### src/rtl/piso_tx.sv
// piso_tx: parallel-in, serial-out shift transmitter.
// Accepts a WIDTH-bit word on a valid/ready handshake and shifts it out on
// s_out, one bit every DIV clocks, using a clock-enable divider.
// Optional even-parity trailer bit: define PISO_TX_PARITY_EN.
module piso_tx #(
    parameter int WIDTH     = 8,
    parameter int DIV       = 4,
    parameter bit MSB_FIRST = 1'b1
) (
    input  logic             clk,
    input  logic             reset,
    input  logic [WIDTH-1:0] data_in,
    input  logic             load_valid,
    output logic             load_ready,
    output logic             s_out,
    output logic             busy,
    output logic             done
);

    localparam int DW = (DIV > 1) ? $clog2(DIV) : 1;
    localparam int BW = $clog2(WIDTH);
    localparam logic [DW-1:0] DIV_LAST = DW'(DIV - 1);
    localparam logic [BW-1:0] BIT_LAST = BW'(WIDTH - 1);

`ifdef PISO_TX_PARITY_EN
    typedef enum logic [1:0] {IDLE, SHIFT, PARITY} state_t;
`else
    typedef enum logic [0:0] {IDLE, SHIFT} state_t;
`endif

    state_t           state, state_nxt;
    logic [WIDTH-1:0] sreg, sreg_shift;
    logic [DW-1:0]    div_cnt;
    logic [BW-1:0]    bit_cnt;
    logic             bit_end, last_bit;
`ifdef PISO_TX_PARITY_EN
    logic             par_bit;
`endif

    // Bit that goes on the wire first out of a given word.
    function automatic logic first_bit(input logic [WIDTH-1:0] w);
        return MSB_FIRST ? w[WIDTH-1] : w[0];
    endfunction

    assign bit_end    = (div_cnt == DIV_LAST);
    assign last_bit   = bit_end && (bit_cnt == BIT_LAST);
    assign sreg_shift = MSB_FIRST ? {sreg[WIDTH-2:0], 1'b0} : {1'b0, sreg[WIDTH-1:1]};

    // State register.
    always_ff @(posedge clk or negedge reset) begin
        if (!reset) state <= IDLE;
        else        state <= state_nxt;
    end

    // Next-state logic: frame advances only at bit boundaries.
    always_comb begin
        state_nxt = state;
        case (state)
            IDLE:  if (load_valid) state_nxt = SHIFT;
`ifdef PISO_TX_PARITY_EN
            SHIFT:  if (last_bit) state_nxt = PARITY;
            PARITY: if (bit_end)  state_nxt = IDLE;
`else
            SHIFT: if (last_bit) state_nxt = IDLE;
`endif
            default: state_nxt = IDLE;
        endcase
    end

    // Handshake output decoded straight from the state register.
    always_comb begin
        load_ready = (state == IDLE);
    end

    // Datapath: shift register, divider, bit counter and registered outputs.
    always_ff @(posedge clk or negedge reset) begin
        if (!reset) begin
            sreg    <= '0;
            div_cnt <= '0;
            bit_cnt <= '0;
            s_out   <= 1'b0;
            busy    <= 1'b0;
            done    <= 1'b0;
`ifdef PISO_TX_PARITY_EN
            par_bit <= 1'b0;
`endif
        end else begin
            done <= 1'b0;
            busy <= (state_nxt != IDLE);
            case (state)
                IDLE: begin
                    s_out <= 1'b0;
                    if (load_valid) begin
                        sreg    <= data_in;
                        div_cnt <= '0;
                        bit_cnt <= '0;
                        // First bit is launched at the accept edge so it is on
                        // the wire in the very next cycle.
                        s_out   <= first_bit(data_in);
`ifdef PISO_TX_PARITY_EN
                        par_bit <= ^data_in;
`endif
                    end
                end
                SHIFT: begin
                    if (bit_end) begin
                        div_cnt <= '0;
                        sreg    <= sreg_shift;
                        if (bit_cnt == BIT_LAST) begin
                            // Counter returns to 0 rather than overflowing.
                            bit_cnt <= '0;
`ifdef PISO_TX_PARITY_EN
                            s_out   <= par_bit;
`else
                            s_out   <= 1'b0;
                            done    <= 1'b1;
`endif
                        end else begin
                            bit_cnt <= bit_cnt + BW'(1);
                            s_out   <= first_bit(sreg_shift);
                        end
                    end else begin
                        div_cnt <= div_cnt + DW'(1);
                    end
                end
`ifdef PISO_TX_PARITY_EN
                PARITY: begin
                    if (bit_end) begin
                        div_cnt <= '0;
                        s_out   <= 1'b0;
                        done    <= 1'b1;
                    end else begin
                        div_cnt <= div_cnt + DW'(1);
                    end
                end
`endif
                default: s_out <= 1'b0;
            endcase
        end
    end

endmodule

### config.mk
export PLATFORM = sky130hd
export DESIGN_NAME = piso_tx
export DESIGN_NICKNAME = d
export VERILOG_FILES = /design/src/rtl/piso_tx.sv
export SDC_FILE = /design/constraint.sdc
export NUM_CORES = 1
export LEC_CHECK = 0
export CORE_MARGIN = 4
export CORE_UTILIZATION = 25
export DETAILED_ROUTE_END_ITERATION = 16
export PLACE_DENSITY = 0.51
export SLEW_MARGIN = 20
export SYNTH_ARGS = -nofsm -noshare
export SYNTH_HDL_FRONTEND = slang
export SYNTH_SLANG_ARGS = --single-unit
### constraint.sdc
create_clock -name clk -period 1.8 [get_ports clk]
set_clock_uncertainty 0.1 [all_clocks]
set_input_delay 0.27 -clock clk [delete_from_list [all_inputs] [get_ports clk]]
set_output_delay 0.27 -clock clk [all_outputs]
set_load 0.01 [all_outputs]
==> summary.md <==
| Metric | Value |
|---|---|
| Status | complete, no violations |
| Port bufs | 14 |
| Logic pwr share | 39.0% |
| Crit share post-route | 95.0% |
| WHS | 0.192 ns |
| WP buf/inv | 2 |
| Synth Area in Adders | 4.60% |
| Mapped Cells | 66 |
| Die Height | 65.1 um |
| Pre-antenna DRT Iters | 4 |
| Critical path's top delay family | buffers and inverters |
| Sw Ratio | 32.8% |
| CTS Buf Count | 3 |
| Final WL | 1.63 mm |
| Pre-CTS WS | 0.116 ns |
| Yosys warning count | 0 |
| Crit Path Category | reg -> out |
| Fillers | 320 |
| TritonCTS clock tree | yes |
| Sequential Power Share | 45.1% |
| CTS H-Tree Depth | 1 |
| Worst r2r src | div_cnt[0] |
| Fin nets | 100 |
| Psw | 0.000404 W |
| Diodes inserted | 0 |
| Slowest CP cell | clkdlybuf4s50_1 |
| Element type at the critical path end | output pin |
| GRT overflow | 0 |
| Pwr Total | 0.00123 W |
| Mux share of post-synthesis cell area | 22.1% |
| Detail Route Antenna Nets | 0 |
| Chip width | 65.1 um |
| Fmax | 585 MHz |
| Area of the multi-input gates | 392 um^2 |
| Post-route DRC violation count | 0 |
| Largest vdd supply drop | 494 uV |
| Synth-to-Final Area Change | 27.1% |
| Critical Path Start Type | flop |
| Via count | 567 |
| Fraction of layout cells with a size suffix above 1 | 16.5% |
| Data required time of the worst path | 1.43 ns |
| Final Slew Violations | 0 |
| Synth Net Count | 80 |
| Wire length per cell | 12.6 um |
| PD cells | 1190 mW/mm^2 |
| Final setup margin | 0.0909 ns |
| Tightest Pin Transition | 0.447 ns |
| Post-DR vias/cell | 4.40 |
| GRT Total Usage | 8.83% |
| Starting Density | 26.5% |
| Antenna violations before repair | 0 |
| First-pass GRT wire length | 2.93 mm |
| Vias in the first global route | 631 |
| RSZ-0062 raised after global routing | no |
| Main combinational cell family by area after synthesis | multiplexers |
| Clock latency on the worst-skew pair | 0.28 ns |
| Clock tree buffer depth | 2 |
| Drt initial violations | 12 |
| Clk pwr share | 15.9% |
| Crit path from | busy |
| Synth Area in Compound Gates | 6.44% |
| Cts hold-fix bufs | 0 |
| Reg2reg path depth | 4 |
| Final min period | 1.71 ns |
| XOR/XNOR share of the synthesized area | 0% |
| CTS resizes | 0 |
| Register area | 375 um^2 |
| Core area | 0.00308 mm^2 |
| Register bit total from synthesis | 15 |
| Pleak | 0.502 nW |
| CP Max Fanout | 4 |
| Core Rows | 20 |
| Setup Buffers After CTS | 0 |
| Synthesized area | 816 um^2 |
| CTS Root Cell | clkbuf_4 |
| I/O pin count | 15 |
| Die area | 0.00424 mm^2 |
| Final hold vios | 0 |
| Worst EP arrival | 1.34 ns |
| Setup violations, final | 0 |
| Total clock sinks | 15 |
| Sequential share of the synthesized area | 46.0% |
| Worst path max stage delay | 0.55 ns |
| DP HPWL | 1.14 mm |
| CP Depth | 2 |
| Synth unique cells | 24 |
| Final Wtd Congestion | 0.701 |
| Final core area utilization | 33.7% |
| Simple-gate share of the synthesized area | 14.9% |
| Critical path cell sequence | inv_1 > clkdlybuf4s50_1 |
| Cell-internal power | 0.000829 W |
| Syn_area_per_cell | 12.4 um^2 |
| Largest net degree at the start of global routing | 22 |
| Setup TNS | 0 ns |
| Reg-to-reg slack, setup | 0.26 ns |
| Critical Path End | load_ready |
| Max cap viols | 0 |
| Critical register-to-register path endpoint | sreg[1] |
| Slew margin rel. | 70.2% |
| Hold Path Class | in -> async |
| Clk slew on worst S/H paths | 0.09 ns |
==> state kept, by name (all words and copies together), names as in the netlist <==
name,cells
sreg,7
div_cnt,2
busy,1
done,1
bit_cnt,3
s_out,1
==> cell families after synthesis <==
kind of cell	count (synthesis)
AO/OA/AOI/OAI	7
adder cells (fa/ha/maj)	3
buffers and inverters	6
flip-flops	15
multiplexers	18
AND/OR/NAND/NOR	17
==> how the worst min path moves through the flow <==
stage	startpoint	endpoint	slack (ns)	cells past startpoint
after floorplan	reset	bit_cnt[0]	-0.13	0
after global placement	div_cnt[0]	div_cnt[0]	0.36	1
after detailed placement	div_cnt[0]	div_cnt[0]	0.37	1
after CTS	reset	s_out	0.20	2
after global routing	reset	s_out	0.21	2
final	reset	s_out	0.19	2
==> placed cells by master, fill, tap and decap left out <==
cell / count
ha_1: 3
nand4bb_1: 1
o31ai_1: 1
o22ai_1: 1
nand4b_1: 1
a211o_1: 1
inv_1: 1
and3_2: 2
a21oi_1: 1
and3b_2: 1
nand3b_1: 3
nand2b_1: 1
clkbuf_1: 1
a31oi_1: 1
o2bb2ai_1: 1
dfrtp_1: 15
nor2_1: 2
or3b_1: 2
clkbuf_4: 3
clkdlybuf4s50_1: 14
buf_4: 6
nand2_1: 1
mux2i_1: 18
nand3_1: 2
or3b_2: 1
a22o_2: 1
==> stage by stage <==
| stage | instance area (um^2) | cells |
|---|---|---|
| 2_1_floorplan | 816 | 66 |
| 3_3_place_gp | 1010 | 125 |
| 3_5_place_dp | 1010 | 125 |
| 4_1_cts | 1040 | 129 |
| 5_1_grt | 1040 | 129 |
| 6_report | 1040 | 129 |
==> cells in the mapped netlist <==
| cell type | number | area, um^2 |
|---|---|---|
| a22o_2 | 1 | 10.0 |
| nand2_1 | 1 | 3.75 |
| buf_4 | 3 | 22.5 |
| inv_1 | 1 | 3.75 |
| dfrtp_1 | 15 | 375 |
| o22ai_1 | 1 | 6.26 |
| o2bb2ai_1 | 1 | 8.76 |
| or3b_2 | 1 | 8.76 |
| nand4b_1 | 1 | 8.76 |
| o31ai_1 | 1 | 7.51 |
| ha_1 | 3 | 37.5 |
| nand3b_1 | 3 | 22.5 |
| or3b_1 | 2 | 17.5 |
| buf_6 | 2 | 22.5 |
| and3_2 | 2 | 15.0 |
| a31oi_1 | 1 | 6.26 |
| a211o_1 | 1 | 8.76 |
| and3b_2 | 1 | 10.0 |
| nor2_1 | 2 | 7.51 |
| nand4bb_1 | 1 | 11.3 |
| mux2i_1 | 18 | 180 |
| a21oi_1 | 1 | 5.00 |
| nand3_1 | 2 | 10.0 |
| nand2b_1 | 1 | 6.26 |
==> power groups by stage <==
stage                     Combinational [W]  Clock (W)  Sequential (W)
after CTS                          0.000487   0.000203        0.000558
after floorplan                    0.000363          0        0.000544
after detailed placement           0.000487          0        0.000563
final                              0.000481   0.000196        0.000556
after global placement             0.000477          0        0.000557
after global routing               0.000551   0.000215        0.000577
==> routing by layer <==
layer  GRT usage, %  wire length [um]  vias up
li1               -                 -      281
met4           1.55                 9        0
met3           3.76                76        2
met5              0                 0        -
met1           11.1               818      272
met2           14.3               722       12
==> area by class of cell <==
type	count	share of cell area, %
clock buffer	4	2.53
inverter	1	0.362
multi-input combinational	45	37.8
sequential	15	36.2
tap	44	5.31
timing repair buffer	20	17.9
Power figures use the tool's default switching activity.
